<file path="src/rtl/pmem_arbiter.sv">
// Shares the single pmem cacheline port between icache and dcache.
// D has fixed priority; I is forced after STARVE_LIMIT D grants.
module pmem_arbiter #(
  parameter int ADDR_W       = 32,
  parameter int LINE_W       = 256,
  parameter int STARVE_LIMIT = 4
) (
  input  logic              clk,
  input  logic              rst,
  input  logic              i_mem_read,
  input  logic [ADDR_W-1:0] i_mem_address,
  output logic [LINE_W-1:0] i_mem_rdata,
  output logic              i_mem_resp,
  input  logic              d_mem_read,
  input  logic              d_mem_write,
  input  logic [ADDR_W-1:0] d_mem_address,
  input  logic [LINE_W-1:0] d_mem_wdata,
  output logic [LINE_W-1:0] d_mem_rdata,
  output logic              d_mem_resp,
  output logic              mem_read,
  output logic              mem_write,
  output logic [ADDR_W-1:0] mem_address,
  output logic [LINE_W-1:0] mem_wdata,
  input  logic [LINE_W-1:0] mem_rdata,
  input  logic              mem_resp
);

  localparam int OFF = $clog2(LINE_W / 8);
  localparam int CW  = $clog2(STARVE_LIMIT + 1);
  localparam logic [ADDR_W-1:0] LINE_MASK =
    ~ADDR_W'((64'd1 << OFF) - 64'd1);

  typedef enum logic [1:0] {
    IDLE,
    I_BUSY,
    D_BUSY,
    DONE
  } state_e;

  state_e            state_q, state_d;
  logic [CW-1:0]     starve_q, starve_d;
  logic              mem_read_q, mem_read_d;
  logic              mem_write_q, mem_write_d;
  logic [ADDR_W-1:0] addr_q, addr_d;
  logic [LINE_W-1:0] wdata_q, wdata_d;

  logic i_req, d_req, i_starved;
  logic grant_i, grant_d;

  assign i_req     = i_mem_read;
  assign d_req     = d_mem_read | d_mem_write;
  assign i_starved = i_req && (starve_q == CW'(STARVE_LIMIT));

  always_comb begin
    state_d     = state_q;
    starve_d    = starve_q;
    mem_read_d  = mem_read_q;
    mem_write_d = mem_write_q;
    addr_d      = addr_q;
    wdata_d     = wdata_q;
    grant_i     = 1'b0;
    grant_d     = 1'b0;
    unique case (state_q)
      IDLE: begin
        if (i_starved)  grant_i = 1'b1;
        else if (d_req) grant_d = 1'b1;
        else if (i_req) grant_i = 1'b1;
        if (grant_i || !i_req)
          starve_d = '0;
        else if (starve_q != CW'(STARVE_LIMIT))
          starve_d = starve_q + CW'(1);
        if (grant_i) begin
          state_d    = I_BUSY;
          mem_read_d = 1'b1;
          addr_d     = i_mem_address & LINE_MASK;
        end
        if (grant_d) begin
          state_d     = D_BUSY;
          mem_read_d  = !d_mem_write;
          mem_write_d = d_mem_write;
          addr_d      = d_mem_address & LINE_MASK;
          if (d_mem_write) wdata_d = d_mem_wdata;
        end
      end
      I_BUSY, D_BUSY: begin
        if (mem_resp) begin
          state_d     = DONE;
          mem_read_d  = 1'b0;
          mem_write_d = 1'b0;
        end
      end
      // gap cycle masks a request dropped one cycle late
      DONE: state_d = IDLE;
    endcase
  end

  always_ff @(posedge clk or negedge rst) begin
    if (!rst) begin
      state_q     <= IDLE;
      starve_q    <= '0;
      mem_read_q  <= 1'b0;
      mem_write_q <= 1'b0;
      addr_q      <= '0;
      wdata_q     <= '0;
    end else begin
      state_q     <= state_d;
      starve_q    <= starve_d;
      mem_read_q  <= mem_read_d;
      mem_write_q <= mem_write_d;
      addr_q      <= addr_d;
      wdata_q     <= wdata_d;
    end
  end

  assign mem_read    = mem_read_q;
  assign mem_write   = mem_write_q;
  assign mem_address = addr_q;
  assign mem_wdata   = wdata_q;

  assign i_mem_rdata = mem_rdata;
  assign d_mem_rdata = mem_rdata;
  assign i_mem_resp  = (state_q == I_BUSY) && mem_resp;
  assign d_mem_resp  = (state_q == D_BUSY) && mem_resp;

  a_d_rw_excl: assert property (
    @(posedge clk) disable iff (!rst)
    !(d_mem_read && d_mem_write)
  );

endmodule

</file>
<file path="config.mk">
export PLATFORM = sky130hd
export DESIGN_NAME = pmem_arbiter
export DESIGN_NICKNAME = d
export VERILOG_FILES = /design/src/rtl/pmem_arbiter.sv
export SDC_FILE = /design/constraint.sdc
export NUM_CORES = 1
export LEC_CHECK = 0
export ABC_CLOCK_PERIOD_IN_PS = 2100
export CAP_MARGIN = 20
export CORE_AREA = 2 2 544 546
export CTS_CLUSTER_DIAMETER = 40
export DETAILED_ROUTE_END_ITERATION = 16
export DIE_AREA = 0 0 546 548
export GPL_TIMING_DRIVEN = 0
export PLACE_DENSITY_LB_ADDON = 0.05
export SLEW_MARGIN = 10
export SYNTH_ARGS = -nofsm -noshare
export SYNTH_HDL_FRONTEND = slang
export SYNTH_SLANG_ARGS = --single-unit
</file>
<file path="constraint.sdc">
create_clock -name clk -period 2.1 [get_ports clk]
set_input_delay 0.315 -clock clk [delete_from_list [all_inputs] [get_ports clk]]
set_output_delay 0.315 -clock clk [all_outputs]
set_load 0.1 [all_outputs]
</file>
==> qor_table.md, run 1 <==
| Item | This run |
|---|---|
| Run status | finished, final reports clean |
| Kind of path behind the tightest hold check | input pin to asynchronous set/reset pin |
| Endpoint type of the worst setup path | output pin |
| CTS tree | built |
| Dominant delay contributor by cell family on the critical path | buffers and inverters |
| Commonest non-fill, non-tap cell in the layout | sky130_fd_sc_hd__clkdlybuf4s50_1 |
| Die ar. | 299000 µm² |
| Final nets | 3116 |
| Seq cells post-synth | 290 |
| Clock latency of the later-clocked register in the worst-skew pair | 700 ps |
| # placed instances | 6328 |
| Vias | 14100 |
| Share of the cycle needed by the critical path after routing | 95.0% |
| Count of port buffers added during placement | 1114 |
| Number of antenna-violating nets in the routed design | 0 |
| Via count normalized by instance count | 2.16 |
| Area growth from synthesis to layout | 127% |
| Syn. warnings | 0 |
| VDD IR max | 0.00103 V |
| Max stage delay cell, worst path | sky130_fd_sc_hd__clkdlybuf4s15_2 |
| Detailed-route wire length per cell | 17.4 µm |
| Final cell count without fillers | 6543 |
| Post-DP HPWL | 96700 µm |
| Worst Setup Start Kind | flop |
| Leakage dissipation | 15.0 nW |
| Worst-path fanout max | 2 |
| Most frequent cells in the layout | sky130_fd_sc_hd__clkdlybuf4s50_1, sky130_fd_sc_hd__buf_4, sky130_fd_sc_hd__dfrtp_1, sky130_fd_sc_hd__clkdlybuf4s15_2, sky130_fd_sc_hd__mux2_4 |
| Required time worst endpoint | 1780 ps |
| Final setup vio count | 0 |
| Cell at the root of the clock tree | sky130_fd_sc_hd__clkbuf_16 |
| Final wirelength | 114000 µm |
| Starting Density | 5.58% |
| Top-level port count | 1386 |
| Distinct cells, synth | 33 |
| Sequential share of the synthesized area | 44.4% |
| Max-capacitance violation count | 0 |
| Worst setup skew after layout | 54.4 ps |
| Aggregate global routing overflow | 0 |
| Clock edge transition at the registers on the reported setup and hold paths | 40 ps |
| Share of post-route cells with drive strength above 1 | 49.4% |
| Share of the core filled with cells | 12.7% |
| Post-layout minimum cycle time | 2000 ps |
| Tot GR Track Use | 7.29% |
| Count of endpoints failing hold in the final timing report | 0 |
| Worst slew margin | 22.4% |
| Crit path kind | flop to output pin |
| Height of the chip | 548 µm |
| Pwr Density | 1860 nW/µm² |
| Number of antenna violations at the first check in global routing | 44 |
| Standard-cell row count | 199 |
| Crit path buffers/inverters | 1 |
| Total standard cell area after synthesis | 16300 µm² |
| Wire length of the first global-routing pass | 148000 µm |
| Final Worst Setup Slack | 105 ps |
| Crit path cell chain | clkdlybuf4s15_2 |
| Remaining DRCs | 0 |
| Peak clock frequency supported by timing | 501 MHz |
| Initial DRC Count | 359 |
| Least-Margin Pin Slew | 1160 ps |
| Largest net degree at the start of global routing | 78 |
| Area inside the core boundary | 293000 µm² |
| Synthesized netlist cell count | 1268 |
| CTS H-tree depth | 3 |
| Number of global-route vias before repair | 16000 |
| CTS max path bufs | 3 |
| First drt pass iteration count | 4 |
| Placer congestion estimate | 0.747 |
| Sinks on Clock Net | 290 |
| Slowest stage delay, CP | 620 ps |
| Data arrival time of the critical path | 1680 ps |
| Post-place setup slack | -586 ps |
| Die boundary width | 546 µm |
| Number of max-slew violations in the final report | 0 |
| Number of buffers created by CTS | 113 |
| Mean post-synth cell area | 12.9 µm² |
## metal layers
layer | up-vias | global-route usage [%] | wire length (µm)
li1 | 6297 | - | -
met1 | 6720 | 6.71 | 37100
met2 | 889 | 13.6 | 60100
met3 | 185 | 4.18 | 13900
met4 | 28 | 1.80 | 2390
met5 | - | 0 | 154
## per-stage QoR
| stage | setup TNS, ps | hold WS [ps] | instance area, µm² | total power [mW] |
|---|---|---|---|---|
| 6_report | 0 | 109 | 37200 | 69.3 |
| 5_1_grt | -8.77 | 65.3 | 37100 | 72.0 |
| 4_1_cts | -1670 | 13.7 | 37100 | 70.7 |
| 3_5_place_dp | -156660 | 218 | 33000 | 54.6 |
| 3_3_place_gp | -4859270 | 495 | 32400 | 53.9 |
| 2_1_floorplan | 0 | 19.4 | 16400 | 42.0 |
## cell families after synthesis
| kind of cell | Yosys count | share of synthesized area (%) |
|---|---|---|
| AO/OA/AOI/OAI | 69 | 2.48 |
| adder cells (fa/ha/maj) | 5 | 0.383 |
| buffers and inverters | 572 | 27.6 |
| flip-flops | 290 | 44.4 |
| multiplexers | 258 | 23.0 |
| other | 1 | 0.0229 |
| AND/OR/NAND/NOR | 73 | 2.10 |
## sequential cells by signal, summed over array words and instances (netlist names)
name	count
mem_write	1
mem_wdata	256
starve_q	3
state_q	2
mem_address	27
mem_read	1
## report_power, final
part / switching [mW] / internal (mW)
clock network: 4.81 / 11.3
registers: 1.62 / 8.52
logic: 31.5 / 11.5
total: 38.0 / 31.3
## final cells by class
| class | instances | area [µm²] |
|---|---|---|
| fillers | 33300 | 256000 |
| repair buffers | 1142 | 12100 |
| flip-flops and latches | 290 | 7260 |
| well taps | 3919 | 4900 |
| multi-input cells | 410 | 4610 |
| plain buffers | 565 | 4510 |
| clock buffers | 185 | 3560 |
| clock inverters | 19 | 161 |
| inverters | 7 | 26.3 |
| diodes | 6 | 15.0 |
## timing repair
action	CTS	global route
setup endpoints to repair	571	223
pin swaps	1	1
buffers inserted	2	1
cloned	1	0
hold endpoints to repair	144	0
gates resized for setup	852	14
hold buffers	1	0
## synth_stat cells
library cell	number	area [µm²]
sky130_fd_sc_hd__o21ai_1	1	5.00
sky130_fd_sc_hd__clkbuf_1	13	48.8
sky130_fd_sc_hd__buf_6	1	11.3
sky130_fd_sc_hd__buf_2	2	10.0
sky130_fd_sc_hd__dfrtp_1	290	7260
sky130_fd_sc_hd__or2_2	1	6.26
sky130_fd_sc_hd__o31a_1	1	8.76
sky130_fd_sc_hd__a2bb2oi_1	2	17.5
sky130_fd_sc_hd__o21ai_0	29	145
sky130_fd_sc_hd__a21oi_1	3	15.0
sky130_fd_sc_hd__buf_4	519	3900
sky130_fd_sc_hd__buf_1	5	18.8
sky130_fd_sc_hd__mux2i_1	1	10.0
sky130_fd_sc_hd__nand4_1	1	6.26
sky130_fd_sc_hd__o211ai_1	2	15.0
sky130_fd_sc_hd__nand3_1	29	145
sky130_fd_sc_hd__mux2_2	28	315
sky130_fd_sc_hd__nor2b_1	2	12.5
sky130_fd_sc_hd__and3_4	1	11.3
sky130_fd_sc_hd__a32oi_1	1	8.76
sky130_fd_sc_hd__and2_1	3	18.8
sky130_fd_sc_hd__a31oi_1	27	169
sky130_fd_sc_hd__o32ai_1	1	8.76
sky130_fd_sc_hd__o22ai_1	2	12.5
sky130_fd_sc_hd__inv_1	7	26.3
sky130_fd_sc_hd__conb_1	1	3.75
sky130_fd_sc_hd__nor2_4	1	11.3
sky130_fd_sc_hd__ha_1	5	62.6
sky130_fd_sc_hd__nand2_1	5	18.8
sky130_fd_sc_hd__nor3_1	1	5.00
sky130_fd_sc_hd__mux2_4	229	3440
sky130_fd_sc_hd__buf_12	25	500
sky130_fd_sc_hd__nor2_1	29	109
## worst paths after layout
check                           slack [ps]         endpoint              start  depth (start not counted)
worst max-delay path                   100  mem_address[15]    mem_address[15]                          1
worst min-delay path                   110    mem_wdata[88]                rst                          2
worst max register to register         150     mem_wdata[9]        starve_q[0]                          8
worst min register to register         500   mem_wdata[230]     mem_wdata[230]                          1
max in group asynchronous              340    mem_wdata[50]                rst                          5
min in group clk                       220  mem_address[16]  d_mem_address[16]                          3
Power figures use the tool's default switching activity.
==> inputs of run 2 (changes only) <==
ABC_CLOCK_PERIOD_IN_PS = 1900   (was 2100)
clock period = 1.9 ns   (was 2.1 ns; I/O delays follow)
==> run 2 against run 1 <==
  * The run now ends with negative setup slack left
  * Utilization decreased by 0.18 points
  * Cell count increased by 0.78%
  * Die area unchanged
  * Routed wire length increased by 3.0%
  * Hold slack improved by 62 ps
  * Via count increased by 1.8%
  * Sequential power increased by 9.9%
  * Non-clock buffer count increased by 50
  * Critical endpoint is now mem_wdata[252]
==> qor_table.md, run 2 (synthesized netlist as in run 1, its figures left out) <==
| Item | This run |
|---|---|
| Post-layout minimum cycle time | 1970 ps |
| Reg-to-reg setup timing slack | -70 ps |
| Dominant delay contributor by cell family on the critical path | buffers and inverters |
| Final wirelength | 117000 µm |
| Area inside the core boundary | 293000 µm² |
| Remaining DRCs | 0 |
| Aggregate global routing overflow | 0 |
| Max-capacitance violation count | 0 |
| Violated checks | negative setup slack |
| Final nets | 3166 |
| Final setup vio count | 60 |
| Share of the cycle needed by the critical path after routing | 103% |
| Tot GR Track Use | 7.45% |
| Endpoint type of the worst setup path | flop |
| CTS max path bufs | 3 |
| Number of global-route vias before repair | 16200 |
| Worst slew margin | 23.1% |
| Leakage dissipation | 15.4 nW |
| Pwr Density | 2090 nW/µm² |
| Placer congestion estimate | 0.747 |
| Crit path cell chain | inv_2 -> ha_4 -> and3_4 -> nor2_4 -> buf_12 -> buf_16 -> buf_12 -> buf_12 -> buf_12 -> mux2_4 |
| Peak clock frequency supported by timing | 509 MHz |
| Detailed-route wire length per cell | 17.7 µm |
| Sequential cell area | 7260 µm² |
| Max stage delay cell, worst path | sky130_fd_sc_hd__dfrtp_1 |
| Final Worst Setup Slack | -65.1 ps |
| End of the worst register-to-register path | mem_wdata[252] |
| Critical Path Start | starve_q[1] |
| Required time worst endpoint | 2460 ps |
| Worst Setup Start Kind | flop |
| Die boundary width | 546 µm |
| Most frequent cells in the layout | sky130_fd_sc_hd__clkdlybuf4s50_1, sky130_fd_sc_hd__buf_4, sky130_fd_sc_hd__dfrtp_1, sky130_fd_sc_hd__mux2_4, sky130_fd_sc_hd__buf_2 |
| Worst setup skew after layout | 54.8 ps |
| Count of endpoints failing hold in the final timing report | 0 |
| Run status | finished, violations left |
| Via count normalized by instance count | 2.18 |
| Slowest stage delay, CP | 360 ps |
| Clock latency of the later-clocked register in the worst-skew pair | 700 ps |
| Least-Margin Pin Slew | 1150 ps |
| Die ar. | 299000 µm² |
| Largest net degree at the start of global routing | 78 |
| Worst setup endpoint | mem_wdata[252] |
| Height of the chip | 548 µm |
| Number of buffers created by CTS | 113 |
| Standard-cell row count | 199 |
| Top-level port count | 1386 |
| Post-place setup slack | -756 ps |
| Crit path buffers/inverters | 6 |
| Worst reg2reg startpoint | starve_q[1] |
| Area growth from synthesis to layout | 124% |
| Initial DRC Count | 422 |
| Setup tns final | -2640 ps |
| Commonest non-fill, non-tap cell in the layout | sky130_fd_sc_hd__clkdlybuf4s50_1 |
| First drt pass iteration count | 6 |
| CTS H-tree depth | 3 |
| RSZ-0062 raised after global routing | true |
| Worst Reg2Reg Path Length in Cells | 10 |
| CTS tree | built |
| Flip-flop count of the largest register after layout | 256 |
| Sinks on Clock Net | 290 |
| VDD IR max | 0.00102 V |
| Number of antenna-violating nets in the routed design | 0 |
| Count of port buffers added during placement | 1114 |
| Post-DP HPWL | 96700 µm |
| Count of cell instances traversed by the critical path | 10 |
| Data arrival time of the critical path | 2530 ps |
| Cell occurring most often along the worst timing path | sky130_fd_sc_hd__buf_12 |
| Area occupied by multi-input gates | 4750 µm² |
| Clock edge transition at the registers on the reported setup and hold paths | 40 ps |
| Vias | 14400 |
| Kind of path behind the tightest hold check | input pin to asynchronous set/reset pin |
| Cell at the root of the clock tree | sky130_fd_sc_hd__clkbuf_16 |
| Filler Cell Count | 33400 |
| Number of max-slew violations in the final report | 0 |
| Worst-path fanout max | 5 |
| Wire length of the first global-routing pass | 151000 µm |
| Number of antenna violations at the first check in global routing | 45 |
| Starting Density | 5.58% |
| Share of post-route cells with drive strength above 1 | 51.3% |
| Crit path kind | flop to flop |
[run 2: changes by cell type in the layout (fill, tap and decap cells not counted), moves of 13 or more]
cell / change
sky130_fd_sc_hd__mux2_4: +27
sky130_fd_sc_hd__buf_2: +227
sky130_fd_sc_hd__clkdlybuf4s15_2: -258
sky130_fd_sc_hd__mux2_2: -27
sky130_fd_sc_hd__dlygate4sd2_1: -13
sky130_fd_sc_hd__buf_4: +58
[run 2: worst min path at each step]
| stage | startpoint | endpoint |
|---|---|---|
| final | rst | mem_wdata[91] |
| after floorplan | rst | mem_address[10] |
| after global placement | mem_wdata[230] | mem_wdata[230] |
| after CTS | rst | mem_wdata[86] |
| after global routing | rst | mem_wdata[91] |
| after detailed placement | rst | mem_wdata[88] |
[run 2: worst register-to-register path, cell delays in order (launching register included)]
cell and delay, ps:
sky130_fd_sc_hd__dfrtp_1 360, sky130_fd_sc_hd__inv_2 60, sky130_fd_sc_hd__ha_4 150, sky130_fd_sc_hd__and3_4 160
sky130_fd_sc_hd__nor2_4 160, sky130_fd_sc_hd__buf_12 170, sky130_fd_sc_hd__buf_16 170, sky130_fd_sc_hd__buf_12 120
sky130_fd_sc_hd__buf_12 110, sky130_fd_sc_hd__buf_12 120, sky130_fd_sc_hd__mux2_4 300
[run 2: repair_timing]
action,in CTS,in global routing
cloned,14,7
hold endpoints to repair,144,0
gates resized for setup,1498,84
pin swaps,2,3
setup endpoints to repair,583,287
hold buffers,3,0
setup buffers,36,11
[run 2: area by class of cell]
class                      count  share of cell area (%)
timing repair buffer        1202                    31.6
multi-input combinational    410                    13.0
inverter                       7                  0.0717
antenna                        7                  0.0478
clock inverter                19                   0.441
clock buffer                 185                    9.72
sequential                   290                    19.8
tap                         3919                    13.4
buffer                       555                    11.9
[run 2: through the flow]
stage                     std cells  power [mW]  area, µm²  util (%)  hold WS, ps
final                          6594        76.7      36600      12.5          172
after global routing           6589        79.8      36600      12.5          122
after CTS                      6581        77.9      36400      12.4         75.8
after detailed placement       6328        60.3      33000      11.3          188
after global placement         6305        59.6      32400      11.1          495
after floorplan                1272        46.4      16400         -        -10.6
[run 2: report_power, final]
part / switching [mW] / total (mW) / leakage, nW / internal [mW]
clock: 5.32 / 17.8 / 1.85 / 12.5
combinational: 35.3 / 47.7 / 10.1 / 12.4
sequential: 1.73 / 11.1 / 3.41 / 9.41
total: 42.4 / 76.7 / 15.4 / 34.3
[run 2: per-layer routing]
layer	wire (µm)	share of wire, %	vias to the layer above	GRT usage, %
met3	13400	11	193	4.10
met1	39400	34	6872	7.04
li1	-	-	6400	-
met5	145	0.12	-	0
met4	2580	2.2	26	1.87
met2	61500	53	885	13.8
==> inputs of run 3 (changes only) <==
CAP_MARGIN = 5   (was 20)
PLACE_DENSITY_LB_ADDON = 0.15   (was 0.05)
==> run 3 against run 2 <==
  * The run still ends with negative setup slack left
  * Clock-buffer cell count is 46 lower
  * Combinational power up 4.2%
  * Largest cell class unchanged
  * Critical path type is now flop to output pin
  * Cell count is 0.45% lower
  * Power is 1.9% higher
  * Critical endpoint is now d_mem_resp
  * Design area hardly changed
  * Highest routed layer unchanged
  * Routed wire length grew 17%
  * Fmax down 1.5%
==> qor_table.md, run 3 (synthesized netlist as in run 1, its figures left out) <==
| Item | This run |
|---|---|
| VDD IR max | 0.00150 V |
| Worst Hold Path Cells | 3 |
| Clock edge transition at the registers on the reported setup and hold paths | 40 ps |
| Worst Hold Path EP | mem_address[8] |
| CTS max path bufs | 4 |
| Run status | finished, violations left |
| Aggregate global routing overflow | 0 |
| CTS tree | built |
| Reg-to-reg setup timing slack | -50 ps |
| Number of buffers created by CTS | 104 |
| Most frequent cells in the layout | sky130_fd_sc_hd__clkdlybuf4s50_1, sky130_fd_sc_hd__buf_4, sky130_fd_sc_hd__dfrtp_1, sky130_fd_sc_hd__mux2_4, sky130_fd_sc_hd__clkbuf_16 |
| Number of antenna-violating nets in the routed design | 0 |
| End of the worst register-to-register path | mem_wdata[104] |
| Count of endpoints failing hold in the final timing report | 0 |
| Peak clock frequency supported by timing | 501 MHz |
| Share of the core filled with cells | 12.5% |
| Detailed-route wire length per cell | 20.8 µm |
| Final setup vio count | 20 |
| Final Worst Setup Slack | -94.7 ps |
| Filler Cell Count | 33400 |
| Final nets | 3139 |
| Die ar. | 299000 µm² |
| Height of the chip | 548 µm |
| Crit path kind | flop to output pin |
| Crit path buffers/inverters | 2 |
| Wire length of the first global-routing pass | 170000 µm |
| Total power | 78.1 mW |
| Standard-cell row count | 199 |
| Area occupied by multi-input gates | 4660 µm² |
| Number of global-route vias before repair | 15700 |
| Area growth from synthesis to layout | 124% |
| Worst Reg2Reg Path Length in Cells | 9 |
| Tot GR Track Use | 8.68% |
| Count of port buffers added during placement | 1114 |
| First drt pass iteration count | 4 |
| CTS H-tree depth | 3 |
| Startpoint of the worst hold path | d_mem_address[8] |
| Number of antenna violations at the first check in global routing | 28 |
| Worst reg2reg startpoint | state_q[0] |
| Setup tns final | -407 ps |
| Count of cell instances traversed by the critical path | 4 |
| Final wirelength | 137000 µm |
| Share of the cycle needed by the critical path after routing | 105% |
| Data arrival time of the critical path | 1710 ps |
| RSZ-0062 raised after global routing | true |
| Sequential cell area | 7270 µm² |
| Max-capacitance violation count | 0 |
| Endpoint type of the worst setup path | output pin |
| Commonest non-fill, non-tap cell in the layout | sky130_fd_sc_hd__clkdlybuf4s50_1 |
| Worst Setup Start Kind | flop |
| Largest net degree at the start of global routing | 76 |
| Least-Margin Pin Slew | 1280 ps |
| Violated checks | negative setup slack |
| Cell at the root of the clock tree | sky130_fd_sc_hd__clkbuf_16 |
| Flip-flop count of the largest register after layout | 256 |
| Share of post-route cells with drive strength above 1 | 51.5% |
| Clock latency of the later-clocked register in the worst-skew pair | 800 ps |
| Max stage delay cell, worst path | sky130_fd_sc_hd__dfrtp_2 |
| Slowest stage delay, CP | 440 ps |
| Starting Density | 5.58% |
| Leakage dissipation | 15.2 nW |
| Required time worst endpoint | 1620 ps |
| Post-Route Hold Slack | 102 ps |
| Dominant delay contributor by cell family on the critical path | flip-flops |
| Worst setup skew after layout | 55.5 ps |
| Number of max-slew violations in the final report | 0 |
| Worst slew margin | 15.2% |
| Vias | 14300 |
| Remaining DRCs | 0 |
| Area inside the core boundary | 293000 µm² |
| Sinks on Clock Net | 290 |
| Post-DP HPWL | 115000 µm |
| Initial DRC Count | 453 |
| Top-level port count | 1386 |
| Crit path cell chain | inv_4 -> ha_4 -> and2_4 -> buf_12 |
| Post-layout minimum cycle time | 1990 ps |
| Via count normalized by instance count | 2.19 |
| Pwr Density | 2130 nW/µm² |
| Die boundary width | 546 µm |
| Kind of path behind the tightest hold check | input pin to flop |
| Placer congestion estimate | 0.795 |
| Worst-path fanout max | 3 |
## run 3: worst max path at each step
stage,endpoint,start
3_3_place_gp,mem_address[23],rst
5_1_grt,d_mem_resp,state_q[0]
3_5_place_dp,mem_address[21],d_mem_write
4_1_cts,d_mem_resp,state_q[0]
2_1_floorplan,mem_wdata[0],state_q[0]
6_report,d_mem_resp,state_q[0]
## run 3: per-stage QoR
| step | setup slack, ps | cell area (µm²) | std cells |
|---|---|---|---|
| floorplan | 178 | 16400 | 1272 |
| global placement | -16890 | 32400 | 6305 |
| detailed placement | -1490 | 32400 | 6310 |
| CTS | -208 | 36300 | 6534 |
| global route | -200 | 36600 | 6554 |
| finish | -94.7 | 36700 | 6564 |
## run 3: final cells by class
type / instances / share of cell area [%]
inverter: 7 / 0.0853
clock inverter: 44 / 1.16
sequential: 290 / 19.8
clock buffer: 139 / 8.06
multi-input combinational: 410 / 12.7
tap: 3919 / 13.4
timing repair buffer: 1177 / 32.2
buffer: 562 / 12.5
antenna: 16 / 0.109
## run 3: repair_timing
item | 4_1_cts | 5_1_grt
endpoints found under the setup margin | 574 | 187
gates cloned | 10 | 12
hold endpoints to repair | 92 | 0
pin swaps | 1 | 2
buffers inserted | 26 | 10
hold buffers | 5 | 0
resized for setup | 1703 | 31
## run 3: where the power goes
| part | internal [mW] | total, mW | switching [mW] |
|---|---|---|---|
| logic | 13.5 | 49.7 | 36.2 |
| clock network | 11.6 | 16.8 | 5.18 |
| registers | 9.44 | 11.6 | 2.19 |
| total | 34.5 | 78.1 | 43.6 |
## run 3: worst reg2reg max path, cell delays in order (launching register included)
cell	delay, ps
sky130_fd_sc_hd__dfrtp_2	440
sky130_fd_sc_hd__inv_4	90
sky130_fd_sc_hd__ha_4	150
sky130_fd_sc_hd__nand2_4	50
sky130_fd_sc_hd__nor2_4	120
sky130_fd_sc_hd__buf_6	120
sky130_fd_sc_hd__buf_12	150
sky130_fd_sc_hd__buf_16	200
sky130_fd_sc_hd__clkbuf_16	210
sky130_fd_sc_hd__mux2_4	300
## run 3: metal layers
metal / share of wire (%) / track usage (%) / vias up
li1: - / - / 6361
met1: 34 / 8.38 / 6890
met2: 54 / 16.4 / 920
met3: 9.4 / 3.68 / 170
met4: 3.1 / 2.99 / 8
met5: 0.037 / 0 / -
==> RTL edit 1, RTL diff (settings of run 1) <==
Register the output `i_mem_rdata`, with the module's reset; this adds one clock of latency there. The other outputs are not delayed to match.
--- a/src/rtl/pmem_arbiter.sv
+++ b/src/rtl/pmem_arbiter.sv
@@ -117,7 +117,13 @@
   assign mem_address = addr_q;
   assign mem_wdata   = wdata_q;
 
-  assign i_mem_rdata = mem_rdata;
+  always_ff @(posedge clk or negedge rst) begin
+    if (!rst) begin
+      i_mem_rdata <= '0;
+    end else begin
+      i_mem_rdata <= mem_rdata;
+    end
+  end
   assign d_mem_rdata = mem_rdata;
   assign i_mem_resp  = (state_q == I_BUSY) && mem_resp;
   assign d_mem_resp  = (state_q == D_BUSY) && mem_resp;
Function: changed (Yosys sat finds a counterexample within 4 cycles, from zero or initial values and one cycle with rst low).
==> RTL edit 1 against run 1 <==
Sequential cell count grew 256; worst hold slack lost 0.030 ns; final area grew 27%; utilization grew 3.5 points; register-to-register slack lost 0.05 ns; clock power grew 75%; worst setup slack lost 0.10 ns; area after synthesis grew 27%; die area is the same; power grew 24%; routed wire length grew 35%; largest cell class unchanged; largest power group unchanged.
==> RTL edit 1: results (changes against run 1) <==
| Metric | Value |
|---|---|
| Outcome | completed (unchanged) |
| Share of power burned in registers | 18.1% (was 14.6%) |
| VDD IR max | 0.000827 V (was 0.00103 V) |
| GRT met1 Usage | 9.09% (was 6.71%) |
| FF-to-FF Start | state_q[1]$_DFFE_PN0P_ (was starve_q[0]$_DFFE_PN0P_) |
| Net Sw Frac | 49.3% (was 54.8%) |
| Placed Cells | 6,598 (was 6,328) |
| Seq. cell area | 0.0137 mm2 (was 0.00726 mm2) |
| Number of vias per cell | 2.50 (was 2.16) |
| Ratio of cells with drive above 1 in the final layout | 47.6% (was 49.4%) |
| Count of different cell masters after synthesis | 32 (was 33) |
| Clock latency on the worst-skew pair | 0.81 ns (was 0.70 ns) |
| End of the critical path | d_mem_rdata[168] (was mem_address[15]) |
| Final nets | 3,701 (was 3,116) |
| Worst EP arrival | 1.78 ns (was 1.68 ns) |
| Routability Congestion | 0.788 (was 0.747) |
| Dpl ws | -0.563 ns (was -0.586 ns) |
| Mapped Avg Cell Area | 16.4 um2 (was 12.9 um2) |
| Reg2Reg Capture Point | mem_wdata[141]$_DFFE_PN0P_ (was mem_wdata[9]$_DFFE_PN0P_) |
| Wire length on met2 | 76.8 mm (was 60.1 mm) |
| Post-Synth Adder-Cell Area | 0.300% (was 0.383%) |
| Antenna diodes | 26 (was 6) |
| GRT Total Usage | 9.94% (was 7.29%) |
| Initial antenna violation count | 101 (was 44) |
| Cts bufs inserted | 194 (was 113) |
| Clock network area share | 13.5% (was 10.0%) |
| CP max stage delay | 0.85 ns (was 0.62 ns) |
| Slack of the worst reg-to-reg path | 0.10 ns (was 0.15 ns) |
| First-pass GRT wire length | 201 mm (was 148 mm) |
| Sequential-to-total area share from yosys stat | 65.6% (was 44.4%) |
| Comb power | 42,200 uW (was 43,000 uW) |
| M3 GR Usage | 6.01% (was 4.18%) |
| Placed cell areas | 0.0402 mm2 (was 0.0330 mm2) |
| Met1 wire length | 48.9 mm (was 37.1 mm) |
| Fill cell count | 32.7k (was 33.3k) |
| GRT met2 Usage | 17.4% (was 13.6%) |
| Min-delay worst type | in -> reg (was in -> async) |
| Non-clock buffering overhead | 37.3% (was 44.7%) |
| Crit path launch | mem_rdata[168] (was mem_address[15]$_DFFE_PN0P_) |
| Seq cells post-synth | 546 (was 290) |
RTL edit 1: changes by cell type in the layout (fill, tap and decap cells not counted), sizes merged, moves of 25 or more:
| cell | before | now |
|---|---|---|
| dfrtp | 290 | 546 |
| clkdlybuf4s50 | 826 | 575 |
| dlygate4sd3 | 1 | 242 |
| buf | 582 | 774 |
| clkbuf | 200 | 326 |
| dlygate4sd2 | 16 | 80 |
| clkdlybuf4s15 | 263 | 200 |
| clkdlybuf4s18 | 4 | 52 |
| clkinv | 14 | 39 |
RTL edit 1: repair_timing:
action,4_1_cts,5_1_grt
gates resized for setup,2979,44
hold buffers,250,0
hold endpoints to repair,400,0
endpoints found under the setup margin,1063,88
setup buffers,3,1
pin swaps,1,0
cloned,1,1
RTL edit 1: per-stage QoR:
stage,hold WS (ns),util [%],power (uW)
finish,0.0795,16.1,85900
CTS,0.000407,16.1,87800
detailed placement,0.223,13.7,60600
floorplan,0.0194,-,46900
global placement,0.494,13.5,59900
global route,0.0284,16.1,89500
==> RTL edit 2, RTL diff (settings of run 1) <==
Without the edit above. Set the parameter `LINE_W` to 128 (it was 256).
--- a/src/rtl/pmem_arbiter.sv
+++ b/src/rtl/pmem_arbiter.sv
@@ -2,7 +2,7 @@
 // D has fixed priority; I is forced after STARVE_LIMIT D grants.
 module pmem_arbiter #(
   parameter int ADDR_W       = 32,
-  parameter int LINE_W       = 256,
+  parameter int LINE_W       = 128,
   parameter int STARVE_LIMIT = 4
 ) (
   input  logic              clk,
Interface: changed (5 resized); port bits go from 1386 to 746. The function was not compared with the original's and may differ.
==> RTL edit 2 against run 1 <==
Routed wire length down 45%; worst setup slack improved by 0.027 ns; sequential cell count fell by 127; power is 51% lower; register-to-register slack lost 0.02 ns; critical path depth is 7 higher; area after synthesis down 44%; final area down 43%; critical path type is now reg -> reg; critical endpoint is now mem_wdata[1]$_DFFE_PN0P_.
==> RTL edit 2: results (changes against run 1) <==
| Metric | Value |
|---|---|
| Outcome | completed (unchanged) |
| Vias in the first global route | 8,744 (was 16.0k) |
| Sw Pwr | 20,500 uW (was 38,000 uW) |
| End of the critical path | mem_wdata[1]$_DFFE_PN0P_ (was mem_address[15]) |
| First-pass GRT wire length | 81.2 mm (was 148 mm) |
| Routability Congestion | 0.628 (was 0.747) |
| Compound-Gate Fraction of Synth Area | 4.66% (was 2.48%) |
| GRT Total Usage | 4.07% (was 7.29%) |
| Synth top cells by count | buf_4, dfrtp_1, mux2_4 (unchanged) |
| Worst-case clock skew | 0.0240 ns (was 0.0544 ns) |
| CP max-delay cell | dfrtp_1 (was clkdlybuf4s15_2) |
| Wire length on met2 | 28.4 mm (was 60.1 mm) |
| Placed cell areas | 0.0203 mm2 (was 0.0330 mm2) |
| Fin crit share | 93.7% (was 95.0%) |
| Share of power burned in registers | 16.7% (was 14.6%) |
| Slew @ Worst Pin | 1.05 ns (was 1.16 ns) |
| Met3 Wirelength | 8.49 mm (was 13.9 mm) |
| Syn Inst Count | 746 (was 1,268) |
| Count of different cell masters after synthesis | 31 (was 33) |
| Via count | 7,984 (was 14.1k) |
| HPWL after detailed placement | 50.7 mm (was 96.7 mm) |
| Met1 wire length | 23.9 mm (was 37.1 mm) |
| GRT met1 Usage | 4.31% (was 6.71%) |
| WL/cell | 11.7 um (was 17.4 um) |
| Reg clk slew, reported paths | 0.08 ns (was 0.04 ns) |
| Max reg flops | 128 (was 256) |
| Routed WL | 62.3 mm (was 114 mm) |
| VDD IR max | 0.000790 V (was 0.00103 V) |
| Dpl ws | -1.00 ns (was -0.586 ns) |
| Post-CTS sizing | 494 (was 852) |
| Largest net degree at the start of global routing | 63 (was 78) |
| Worst EP arrival | 2.41 ns (was 1.68 ns) |
| Clock latency on the worst-skew pair | 0.57 ns (was 0.70 ns) |
RTL edit 2: changes by cell type in the layout (fill, tap and decap cells not counted), moves of 9 or more:
| cell | run 1 | this run |
|---|---|---|
| clkbuf_16 | 114 | 25 |
| clkdlybuf4s50_1 | 826 | 446 |
| dlygate4sd2_1 | 16 | 3 |
| clkbuf_1 | 37 | 5 |
| clkbuf_8 | 44 | 1 |
| clkdlybuf4s15_2 | 263 | 152 |
| mux2_4 | 229 | 109 |
| buf_4 | 521 | 264 |
| clkinv_2 | 13 | 4 |
| buf_12 | 37 | 14 |
| dfrtp_1 | 290 | 163 |
RTL edit 2: final cells by class:
class / count / area, um2
timing repair buffer: 621 / 6550
fill: 34231 / 272000
sequential: 163 / 4080
inverter: 7 / 26.3
buffer: 293 / 2310
clock inverter: 5 / 50.0
clock buffer: 27 / 643
antenna: 7 / 17.5
tap: 3919 / 4900
multi-input combinational: 285 / 2760
